===== src/rtl/csr_pkg.sv =====
// Shared constants, mstatus field layout and FSM encoding for the machine-mode
// trap/return sequencer.
package csr_pkg;

  localparam logic [11:0] CSR_ADDR_MSTATUS = 12'h300;
  localparam logic [11:0] CSR_ADDR_MEPC    = 12'h341;
  localparam logic [11:0] CSR_ADDR_MCAUSE  = 12'h342;
  localparam logic [11:0] CSR_ADDR_MTVAL   = 12'h343;

  localparam logic [31:0] CSR_IRQ_CAUSE = 32'h8000_000B;

  localparam int unsigned MSTATUS_MIE    = 3;
  localparam int unsigned MSTATUS_MPIE   = 7;
  localparam int unsigned MSTATUS_MPP_LO = 11;
  localparam int unsigned MSTATUS_MPP_HI = 12;

  localparam logic [31:0] TRAP_MSTATUS_MASK = 32'h0000_1888;
  localparam logic [31:0] FULL_MASK         = 32'hFFFF_FFFF;

  typedef enum logic [2:0] {
    S_IDLE,
    S_W_MEPC,
    S_W_MCAUSE,
    S_W_MTVAL,
    S_W_MSTATUS,
    S_RET_MSTATUS,
    S_REDIRECT
  } state_e;

  // mstatus value written on trap entry: MPIE <= old MIE, MIE <= 0, MPP <= M.
  function automatic logic [31:0] trap_mstatus(input logic old_mie);
    logic [31:0] d;
    d = '0;
    d[MSTATUS_MPIE] = old_mie;
    d[MSTATUS_MPP_HI:MSTATUS_MPP_LO] = 2'b11;
    return d;
  endfunction

  // mstatus value written on MRET: MIE <= MPIE, MPIE <= 1, MPP <= M.
  function automatic logic [31:0] ret_mstatus(input logic old_mpie);
    logic [31:0] d;
    d = '0;
    d[MSTATUS_MIE]  = old_mpie;
    d[MSTATUS_MPIE] = 1'b1;
    d[MSTATUS_MPP_HI:MSTATUS_MPP_LO] = 2'b11;
    return d;
  endfunction

endpackage


===== src/rtl/csr_trap_target.sv =====
// Redirect target selection: MRET returns to mepc, traps go to mtvec base,
// interrupts optionally offset by cause*4 in vectored mode.
module csr_trap_target #(
  parameter bit VECTORED_EN = 1'b1
) (
  input  logic        is_ret,
  input  logic        is_irq,
  input  logic [4:0]  cause_lo,
  input  logic [31:0] mtvec,
  input  logic [31:0] mepc,
  output logic [31:0] target
);

  logic [31:0] base;
  logic        unused_ok;

  assign base      = {mtvec[31:2], 2'b00};
  assign unused_ok = ^mepc[1:0];

  always_comb begin
    if (is_ret) begin
      target = {mepc[31:2], 2'b00};
    end else if (VECTORED_EN && is_irq && (mtvec[1:0] == 2'b01)) begin
      target = base + {25'd0, cause_lo, 2'b00};
    end else begin
      target = base;
    end
  end

endmodule


===== src/rtl/csr_trap_sequencer.sv =====
// WB-boundary trap/MRET controller: detects, flushes, serialises the trap CSR
// updates through the shared CSR write port, then strobes a PC redirect.
module csr_trap_sequencer
  import csr_pkg::*;
#(
  parameter logic [11:0] ADDR_MSTATUS = CSR_ADDR_MSTATUS,
  parameter logic [11:0] ADDR_MEPC    = CSR_ADDR_MEPC,
  parameter logic [11:0] ADDR_MCAUSE  = CSR_ADDR_MCAUSE,
  parameter logic [11:0] ADDR_MTVAL   = CSR_ADDR_MTVAL,
  parameter logic [31:0] IRQ_CAUSE    = CSR_IRQ_CAUSE,
  parameter bit          VECTORED_EN  = 1'b1
) (
  input  logic        clk,
  input  logic        rst,
  input  logic        wb_valid_i,
  input  logic        wb_exception_i,
  input  logic [31:0] wb_cause_i,
  input  logic [31:0] wb_tval_i,
  input  logic [31:0] wb_pc_i,
  input  logic        wb_mret_i,
  input  logic        irq_i,
  input  logic [31:0] mstatus_i,
  input  logic [31:0] mtvec_i,
  input  logic [31:0] mepc_i,
  input  logic        pipe_wen_i,
  input  logic [11:0] pipe_waddr_i,
  input  logic [31:0] pipe_wdata_i,
  input  logic [31:0] pipe_wmask_i,
  output logic        csr_wen_o,
  output logic [11:0] csr_waddr_o,
  output logic [31:0] csr_wdata_o,
  output logic [31:0] csr_wmask_o,
  output logic        wb_kill_o,
  output logic        flush_o,
  output logic        stall_o,
  output logic        redirect_valid_o,
  output logic [31:0] redirect_pc_o
);

  state_e      state_q, state_d;
  logic [31:0] pc_q, cause_q, tval_q;
  logic        is_irq_q, is_ret_q;
  logic        take_exc, take_irq, take_ret;
  logic [31:0] target;
  logic        unused_ok;

  assign unused_ok = ^{pc_q[1:0], mstatus_i[31:8], mstatus_i[6:4], mstatus_i[2:0]};

  csr_trap_target #(
    .VECTORED_EN (VECTORED_EN)
  ) u_target (
    .is_ret   (is_ret_q),
    .is_irq   (is_irq_q),
    .cause_lo (cause_q[4:0]),
    .mtvec    (mtvec_i),
    .mepc     (mepc_i),
    .target   (target)
  );

  // NOTE: every output and next-state term gets a default before the case,
  // so no path through this block can infer a latch.
  always_comb begin
    state_d          = state_q;
    take_exc         = 1'b0;
    take_irq         = 1'b0;
    take_ret         = 1'b0;
    csr_wen_o        = 1'b0;
    csr_waddr_o      = '0;
    csr_wdata_o      = '0;
    csr_wmask_o      = '0;
    wb_kill_o        = 1'b0;
    flush_o          = 1'b0;
    stall_o          = 1'b0;
    redirect_valid_o = 1'b0;
    redirect_pc_o    = '0;

    if (!rst) begin
      stall_o = (state_q != S_IDLE);
      unique case (state_q)
        S_IDLE: begin
          take_exc = wb_valid_i && wb_exception_i;
          take_irq = wb_valid_i && !take_exc && irq_i && mstatus_i[MSTATUS_MIE];
          take_ret = wb_valid_i && !take_exc && !take_irq && wb_mret_i;
          if (take_exc || take_irq) begin
            flush_o   = 1'b1;
            wb_kill_o = 1'b1;
            state_d   = S_W_MEPC;
          end else begin
            // MRET retires normally, so its own pipelined write still lands.
            if (take_ret) begin
              flush_o = 1'b1;
              state_d = S_RET_MSTATUS;
            end
            if (pipe_wen_i) begin
              csr_wen_o   = 1'b1;
              csr_waddr_o = pipe_waddr_i;
              csr_wdata_o = pipe_wdata_i;
              csr_wmask_o = pipe_wmask_i;
            end
          end
        end
        S_W_MEPC: begin
          csr_wen_o   = 1'b1;
          csr_waddr_o = ADDR_MEPC;
          csr_wdata_o = {pc_q[31:2], 2'b00};
          csr_wmask_o = FULL_MASK;
          state_d     = S_W_MCAUSE;
        end
        S_W_MCAUSE: begin
          csr_wen_o   = 1'b1;
          csr_waddr_o = ADDR_MCAUSE;
          csr_wdata_o = cause_q;
          csr_wmask_o = FULL_MASK;
          state_d     = S_W_MTVAL;
        end
        S_W_MTVAL: begin
          csr_wen_o   = 1'b1;
          csr_waddr_o = ADDR_MTVAL;
          csr_wdata_o = tval_q;
          csr_wmask_o = FULL_MASK;
          state_d     = S_W_MSTATUS;
        end
        S_W_MSTATUS: begin
          csr_wen_o   = 1'b1;
          csr_waddr_o = ADDR_MSTATUS;
          csr_wdata_o = trap_mstatus(mstatus_i[MSTATUS_MIE]);
          csr_wmask_o = TRAP_MSTATUS_MASK;
          state_d     = S_REDIRECT;
        end
        S_RET_MSTATUS: begin
          csr_wen_o   = 1'b1;
          csr_waddr_o = ADDR_MSTATUS;
          csr_wdata_o = ret_mstatus(mstatus_i[MSTATUS_MPIE]);
          csr_wmask_o = TRAP_MSTATUS_MASK;
          state_d     = S_REDIRECT;
        end
        S_REDIRECT: begin
          redirect_valid_o = 1'b1;
          redirect_pc_o    = target;
          state_d          = S_IDLE;
        end
        default: state_d = S_IDLE;
      endcase
    end
  end

  // NOTE: sequential state uses non-blocking assignments only, so every
  // register samples the pre-edge value of its neighbours.
  always_ff @(posedge clk) begin
    if (rst) begin
      state_q  <= S_IDLE;
      pc_q     <= '0;
      cause_q  <= '0;
      tval_q   <= '0;
      is_irq_q <= 1'b0;
      is_ret_q <= 1'b0;
    end else begin
      state_q <= state_d;
      if (take_exc || take_irq || take_ret) begin
        pc_q     <= wb_pc_i;
        cause_q  <= take_irq ? IRQ_CAUSE : wb_cause_i;
        tval_q   <= take_irq ? 32'd0 : wb_tval_i;
        is_irq_q <= take_irq;
        is_ret_q <= take_ret;
      end
    end
  end

endmodule

===== config.mk =====
export PLATFORM = sky130hd
export DESIGN_NAME = csr_trap_sequencer
export DESIGN_NICKNAME = d
export VERILOG_FILES = /design/src/rtl/csr_pkg.sv /design/src/rtl/csr_trap_target.sv /design/src/rtl/csr_trap_sequencer.sv
export SDC_FILE = /design/constraint.sdc
export NUM_CORES = 1
export LEC_CHECK = 0
export ABC_AREA = 1
export CORE_AREA = 4 4 150 152
export DETAILED_ROUTE_END_ITERATION = 8
export DIE_AREA = 0 0 154 156
export DONT_BUFFER_PORTS = 1
export GPL_TIMING_DRIVEN = 0
export PLACE_DENSITY = 0.43
export SETUP_SLACK_MARGIN = 0.5
export SLEW_MARGIN = 20
export SYNTH_ARGS = -nofsm -noshare
export SYNTH_HDL_FRONTEND = slang
export SYNTH_SLANG_ARGS = --single-unit
export TNS_END_PERCENT = 10

===== constraint.sdc =====
create_clock -name clk -period 2 [get_ports clk]
set_input_delay 0.1 -clock clk [delete_from_list [all_inputs] [get_ports clk]]
set_output_delay 0.1 -clock clk [all_outputs]
set_load 0.005 [all_outputs]

==> results of run 1 <==
[cells by family after synthesis]
logic type      count (synthesis)
fa+ha+maj                       6
xor+xnor                        7
flops                          99
compound gates                267
other cells                     1
buf+inv                       159
simple gates                  531
[sequential cells by signal (all words and copies together) (netlist names)]
name	flops
state_q	3
pc_q	30
tval_q	32
is_ret_q	1
is_irq_q	1
cause_q	32
[worst paths after layout]
check                            to  slack [ns]  cells after the start
setup / recovery  redirect_pc_o[24]       -0.25                     10
hold / removal             is_irq_q        0.11                      4
setup reg to reg        cause_q[10]        0.15                      9
hold reg to reg             pc_q[6]        0.46                      2
[cells in the final DEF (no fill, tap or decap), drive strengths merged]
| cell | count |
|---|---|
| nand2 | 332 |
| a21oi | 154 |
| nor2 | 134 |
| dfxtp | 99 |
| dlygate4sd3 | 95 |
| inv | 93 |
| o21ai | 85 |
| buf | 74 |
| clkbuf | 41 |
| nand3 | 39 |
| nand4 | 14 |
| a41oi | 11 |
| a31oi | 8 |
| nor3 | 7 |
| ha | 5 |
| xor2 | 4 |
| or2 | 4 |
| a221oi | 3 |
| xnor2 | 3 |
| a22oi | 3 |
| clkinv | 3 |
| o211ai | 2 |
| conb | 2 |
| nand3b | 1 |
| o32ai | 1 |
| fa | 1 |
| clkinvlp | 1 |
[worst max-delay path, stage by stage (launching register included)]
cell     delay (ns)
dfxtp_4        0.36
ha_4           0.12
inv_2          0.03
fa_2           0.36
o21ai_4        0.17
nand2_2        0.08
nand2_4        0.14
nand4_1        0.19
nor2_1         0.16
nor2_2         0.05
nor2_1         0.12
[repair_timing]
action / CTS / global route
gates cloned: 3 / 0
setup endpoints to repair: 207 / 207
gates resized for setup: 126 / 217
hold endpoints to repair: 95 / 0
setup buffers: 30 / 4
pin swaps: 42 / 53
hold buffers: 95 / 0
[final cells by class]
type	count	area, um^2	area share (%)
plain buffers	66	590.6	6.190
clock buffers	13	270.3	2.833
clock inverters	3	21.27	0.2230
inverters	93	366.6	3.843
multi-input cells	813	4608	48.30
flip-flops and latches	99	2006	21.02
well taps	275	344.1	3.607
repair buffers	131	1325	13.89
repair inverters	1	8.758	0.09180
[per-stage QoR]
| stage | power, W | setup TNS (ns) | util, % | std cells |
|---|---|---|---|---|
| floorplan | 0.004568 | 0 | - | 1071 |
| global placement | 0.005502 | -0.8103 | 32.76 | 1346 |
| detailed placement | 0.005500 | -0.4715 | 32.76 | 1346 |
| CTS | 0.008175 | -4.008 | 42.35 | 1490 |
| global route | 0.009117 | -6.551 | 45.38 | 1494 |
| finish | 0.008607 | -3.740 | 45.38 | 1494 |
[metal layers]
metal	wire length [um]	part of all wire, %	GRT usage (%)	vias up
met5	13	0.042	0	-
met4	575	1.9	5.677	2
met3	2082	6.8	5.132	42
met2	15720	51	43.37	293
met1	12450	40	29.69	3551
li1	-	-	-	3766
[power by group through the flow]
stage / Sequential (W) / Clock (W) / Combinational (W)
6_report: 0.00244 / 0.00175 / 0.00442
5_1_grt: 0.00247 / 0.00186 / 0.00479
4_1_cts: 0.00242 / 0.00178 / 0.00397
3_5_place_dp: 0.00246 / 0 / 0.00304
3_3_place_gp: 0.00246 / 0 / 0.00304
2_1_floorplan: 0.00241 / 0 / 0.00216
==> flow_metrics.tcl, run 1 <==
set metrics [dict create \
    synth.area.top_cells "dfxtp_1, nand2_1, a21oi_1" \
    timing.rr.start "state_q[2]" \
    p_clk_share_pct 20.4 \
    startpoint_type "flip-flop" \
    power_density_mw_per_mm2 902.1 \
    htree_levels 3 \
    dpl-instance-area_mm2 0.006887 \
    grt_pass1_wl_mm 45.06 \
    cts_sinks 99 \
    root_buffer "clkbuf_16" \
    critPathKind "reg -> out" \
    endpoint_kind "output port" \
    synth_top_area_share_pct 30.45 \
    clock_path_buffers 2 \
    yosysMostFrequentCell "nand2_1" \
    hp-class "in -> reg" \
    fin_crit_sh_pct 112.6 \
    antenna_left 0 \
    synth_fa_ha_area_share_pct 1.269 \
    drive_above_1_share_pct 24.12 \
    max_freq_mhz 444.2 \
    synth_top_family_by_area "simple AND/OR/NAND/NOR gates" \
    synth-seq-cells 99 \
    holdWs_ns 0.1076 \
    via_per_inst 5.123 \
    pwr-share-comb_pct 51.4 \
    dpl_worst_slack_ns -0.06160 \
    clock_skew_ns 0.01340 \
    ys_types 39 \
    finalSetupViolCount 23 \
    rsz0062_at_grt "true" \
    worstPathArrival_ns 2.15 \
    nFillCells 2251 \
    grt-ovfl-total 0 \
    fin_ws_ns -0.2511 \
    grt_pass1_vias 7436 \
    vias 7654 \
    cts_tree "done" \
    core-area_mm2 0.02102 \
    synthFlopType "dfxtp_1" \
    dp_hpwl_mm 23.46 \
    netSwitchingPower_w 0.003638 \
    relSlewSlack_pct 35.24 \
    period_minus_slack_ns 2.251 \
    netlist_area_mm2 0.006509 \
    status "finished with violations" \
    hold_viol_final 0 \
    tightest_slew_ns 0.9713 \
    die_y_um 156 \
    slew_violations 0 \
    nNetsFinal 1495 \
    synthTopCellsByCount "nand2_1, a21oi_1, nor2_1" \
    startpoint "cause_q[0]" \
    p_leak_nw 3.633 \
    synth_top_area_cell "dfxtp_1" \
    seqPwrFrac_pct 28.3 \
    synthToLayoutAreaGrowth_pct 46.58 \
    pin_count 388 \
    synthMuxAreaShare_pct 0 \
    clk_pin_slew_worst_paths_ns 0.08 \
    grt_max_degree 16 \
    place_congestion 0.9089 \
    ir_drop_v 0.0004227 \
    antenna_found_initial 1 \
    cts_inserted_buffers 9 \
    drt-pass1-iter-count 5 \
    n_antenna_cell 0 \
    synth_compound_area_share_pct 22.61 \
    switching_share_pct 42.26 \
    finalInstanceArea_mm2 0.009540 \
    grt_usage_pct 24.18 \
    clkLatencyLatePin_ns 0.36 \
    avgSynthCellArea_um2 6.083 \
    ys_async_sr_fraction_pct 0 \
    hold_path_startpoint "mstatus_i[3]" \
    io_buffer_count 0 \
    die_w_um 154 \
    dieArea_mm2 0.02402 \
    wirelength_mm 30.84 \
    worstPathRequired_ns 1.90 \
    wl_per_cell_um 20.64 \
    synthSimpleGateAreaFrac_pct 33.49 \
    worstPathMaxFanout 7 \
    intPower_w 0.004969 \
    synth_edf_count 0 \
    maxCapViolCount 0 \
    violations "negative setup slack" \
    rows 53 \
    drtIter0Drc 356 \
    drc 0 \
    synthCells 1070 \
    yosysWarningCount 0 \
    synth_xor_area_share_pct 0.9419 \
    initial_core_util_pct 30.96 \
    synth_seq_area_share_pct 30.45 \
]
Note: power is estimated with default switching activity, not from simulation.
==> run 2: changes to the inputs <==
ABC_AREA = default   (was 1)
BUFFER_PORTS_ARGS = -buffer_cell sky130_fd_sc_hd__buf_2   (was default)
CORE_AREA = 4 4 147 149   (was 4 4 150 152)
DIE_AREA = 0 0 151 153   (was 0 0 154 156)
DONT_BUFFER_PORTS = default   (was 1)
PLACE_DENSITY = 0.6   (was 0.43)
==> run 2 against run 1 <==
Against the previous run:
- clock power shrank 2%
- critical path type unchanged
- final area increased by 17%
- count of clock-buffer cells in the layout down 4
- die area decreased by 3.8%
- largest power group unchanged
- final cell count rose by 6.0%
- total power shrank 25%
- clock skew is 0.0060 ns lower
- the flow finishes with violations (negative hold slack, negative setup slack)
- fmax shrank 10%
- highest routed layer unchanged
==> flow_metrics.tcl, run 2 <==
set metrics [dict create \
    ys_async_sr_fraction_pct 0 \
    rows 52 \
    r2r_slack_ns 0.30 \
    timing.rr.start "state_q[0]" \
    synth_seq_area_share_pct 31.86 \
    intPower_w 0.004266 \
    synth-seq-cells 99 \
    die_w_um 151 \
    crit_cells 7 \
    drc 0 \
    crit_chain "nand3b_1, buf_6, nor4_4, nand2_1, or4_4, a31oi_4, buf_2" \
    pin_count 388 \
    root_buffer "clkbuf_16" \
    yosysWarningCount 0 \
    synth_top_area_share_pct 31.86 \
    wirelength_mm 30.54 \
    fin_ws_ns -0.5130 \
    cts_tree "done" \
    cp-endpoint "redirect_pc_o[31]" \
    wl_per_cell_um 19.28 \
    crit_family "simple AND/OR/NAND/NOR gates" \
    maxCapViolCount 0 \
    synth.area.top_cells "dfxtp_1, a22oi_1, a21oi_1" \
    clk_pin_slew_worst_paths_ns 0.07 \
    timing.critical_path.buf_inv 2 \
    via_per_inst 5.258 \
    synth_edf_count 0 \
    reg.largest.list "cause_q (32), tval_q (32), pc_q (30)" \
    endpoint_kind "output port" \
    p_total_w 0.006457 \
    io_buffer_count 350 \
    clkLatencyLatePin_ns 0.34 \
    rsz0062_at_grt "true" \
    drive_above_1_share_pct 55.26 \
    grt-ovfl-total 0 \
    startpoint_type "flip-flop" \
    period_minus_slack_ns 2.513 \
    antenna_found_initial 5 \
    grt_usage_pct 24.30 \
    synth_top_area_cell "dfxtp_1" \
    dieArea_mm2 0.02310 \
    drt-pass1-iter-count 5 \
    dp.cells 1481 \
    drtIter0Drc 356 \
    r2r_cells 9 \
    cp_slowest_stage_delay_ns 0.54 \
    ir_drop_v 0.0003720 \
    layout_common_cells "buf_2, nor2_1, dfxtp_1" \
    relSlewSlack_pct 46.82 \
    worstPathArrival_ns 2.41 \
    fin_crit_sh_pct 125.6 \
    worstPathRequired_ns 1.90 \
    nNetsFinal 1590 \
    cts_sinks 99 \
    final_common_cell "buf_2" \
    vias 8329 \
    htree_levels 3 \
    synthToLayoutAreaGrowth_pct 80.05 \
    avgSynthCellArea_um2 7.234 \
    dpl-instance-area_mm2 0.008429 \
    power_density_mw_per_mm2 576.5 \
    seqPwrFrac_pct 33.6 \
    hp-class "in -> reg" \
    finalInstanceArea_mm2 0.01120 \
    synthTopCellsByCount "nor2_1, a21oi_1, nand2_1" \
    critical-path-slowest-cell "or4_4" \
    slew_violations 0 \
    die_y_um 153 \
    finalSetupViolCount 77 \
    hold_viol_final 4 \
    status "finished with violations" \
    critPathKind "reg -> out" \
    yosysMostFrequentCell "nor2_1" \
    nFillCells 1925 \
    r2r-end "pc_q[21]" \
    tightest_slew_ns 0.7977 \
    cts_inserted_buffers 9 \
    hold_path_startpoint "wb_tval_i[10]" \
    netSwitchingPower_w 0.002191 \
    grt_pass1_wl_mm 44.38 \
    holdWs_ns -0.008500 \
    max_freq_mhz 397.9 \
    ys_types 54 \
    synthCells 860 \
    worstPathMaxFanout 4 \
    p_clk_share_pct 26.5 \
    violations "negative hold slack, negative setup slack" \
    startpoint "is_irq_q" \
    place_congestion 0.8824 \
    clock_skew_ns 0.007413 \
    p_leak_nw 4.950 \
    core-area_mm2 0.02017 \
    stdcell_count 1584 \
    fin_tns_setup_ns -11.86 \
    grt_max_degree 16 \
    dp_hpwl_mm 22.64 \
    switching_share_pct 33.93 \
    pwr-share-comb_pct 39.9 \
    netlist_area_mm2 0.006221 \
    antenna_left 0 \
    initial_core_util_pct 30.84 \
    clock_path_buffers 2 \
    synthFlopType "dfxtp_1" \
    grt_pass1_vias 8223 \
]
-- run 2: cell types whose count changed after synthesis, moves of 9 or more --
cell      change
nand4_1      -12
and3_1        +9
buf_6        -11
a21o_1        +9
inv_1        -81
clkbuf_1     +24
mux2_2       +29
a22oi_1      +85
nand2_1     -218
nand3_1      -28
a21oi_1      -31
nor2_1       +10
o21ai_0      -40
-- run 2: cell families (layout without fill, tap and decap cells) --
kind of cell / after synthesis / in the layout / synth area share (%)
adder cells (fa/ha/maj): 6 / 6 / 1.327
AND/OR/NAND/NOR: 318 / 318 / 23.05
XOR/XNOR: 21 / 21 / 2.957
multiplexers: 30 / 30 / 5.410
buffers and inverters: 93 / 544 / 6.335
AO/OA/AOI/OAI: 292 / 292 / 29.00
other: 1 / 4 / 0.06028
flip-flops: 99 / 99 / 31.86
-- run 2: final cells by class --
class	count	area (um^2)	area share (%)
clock buffer	9	225.2	2.011
sequential	99	1999	17.85
multi-input combinational	669	4994	44.58
buffer	85	879.6	7.853
tap	270	337.8	3.016
timing repair buffer	436	2658	23.73
inverter	8	38.79	0.3463
timing repair inverter	1	7.507	0.06702
clock inverter	5	56.30	0.5027
antenna	2	5.005	0.04468
-- run 2: how the worst min path moves through the flow --
stage / slack (ns) / cells after the start / endpoint
after floorplan: 0.21 / 1 / is_ret_q
after global placement: 0.33 / 3 / cause_q[3]
after detailed placement: 0.34 / 3 / cause_q[3]
after CTS: 0.0002 / 3 / tval_q[17]
after global routing: 0.002 / 3 / pc_q[21]
final: -0.008 / 3 / tval_q[10]
-- run 2: power by group through the flow --
stage / Sequential [W] / Combinational (W) / Clock, W
finish: 0.00217 / 0.00258 / 0.00171
global route: 0.00218 / 0.00276 / 0.00180
CTS: 0.00216 / 0.00237 / 0.00172
detailed placement: 0.00219 / 0.00178 / 0
global placement: 0.00219 / 0.00177 / 0
floorplan: 0.00217 / 0.000974 / 0
-- run 2: tightest hold or removal path, cell delays in order --
cell and delay [ns]:
buf_2 0.09, a22oi_2 0.04, nor2_1 0.07
-- run 2: metal layers --
layer	track usage, %	vias up	routed length [um]
met4	7.427	6	871
met5	0	-	39
met1	29.03	3980	11990
li1	-	3941	-
met3	4.175	51	2247
met2	43.92	351	15380
-- run 2: repair_timing --
item	in CTS	in global routing
endpoints found under the hold margin	31	7
setup buffers	36	10
pin swaps	162	174
resized for setup	301	138
cloned	3	0
hold buffers	31	7
endpoints found under the setup margin	209	207
-- run 2: per-stage QoR --
step / setup slack [ns] / util, %
floorplan: 0.1071 / -
global placement: -0.5188 / 41.79
detailed placement: -0.5004 / 41.79
CTS: -0.5235 / 51.74
global route: -0.6279 / 55.53
finish: -0.5130 / 55.53
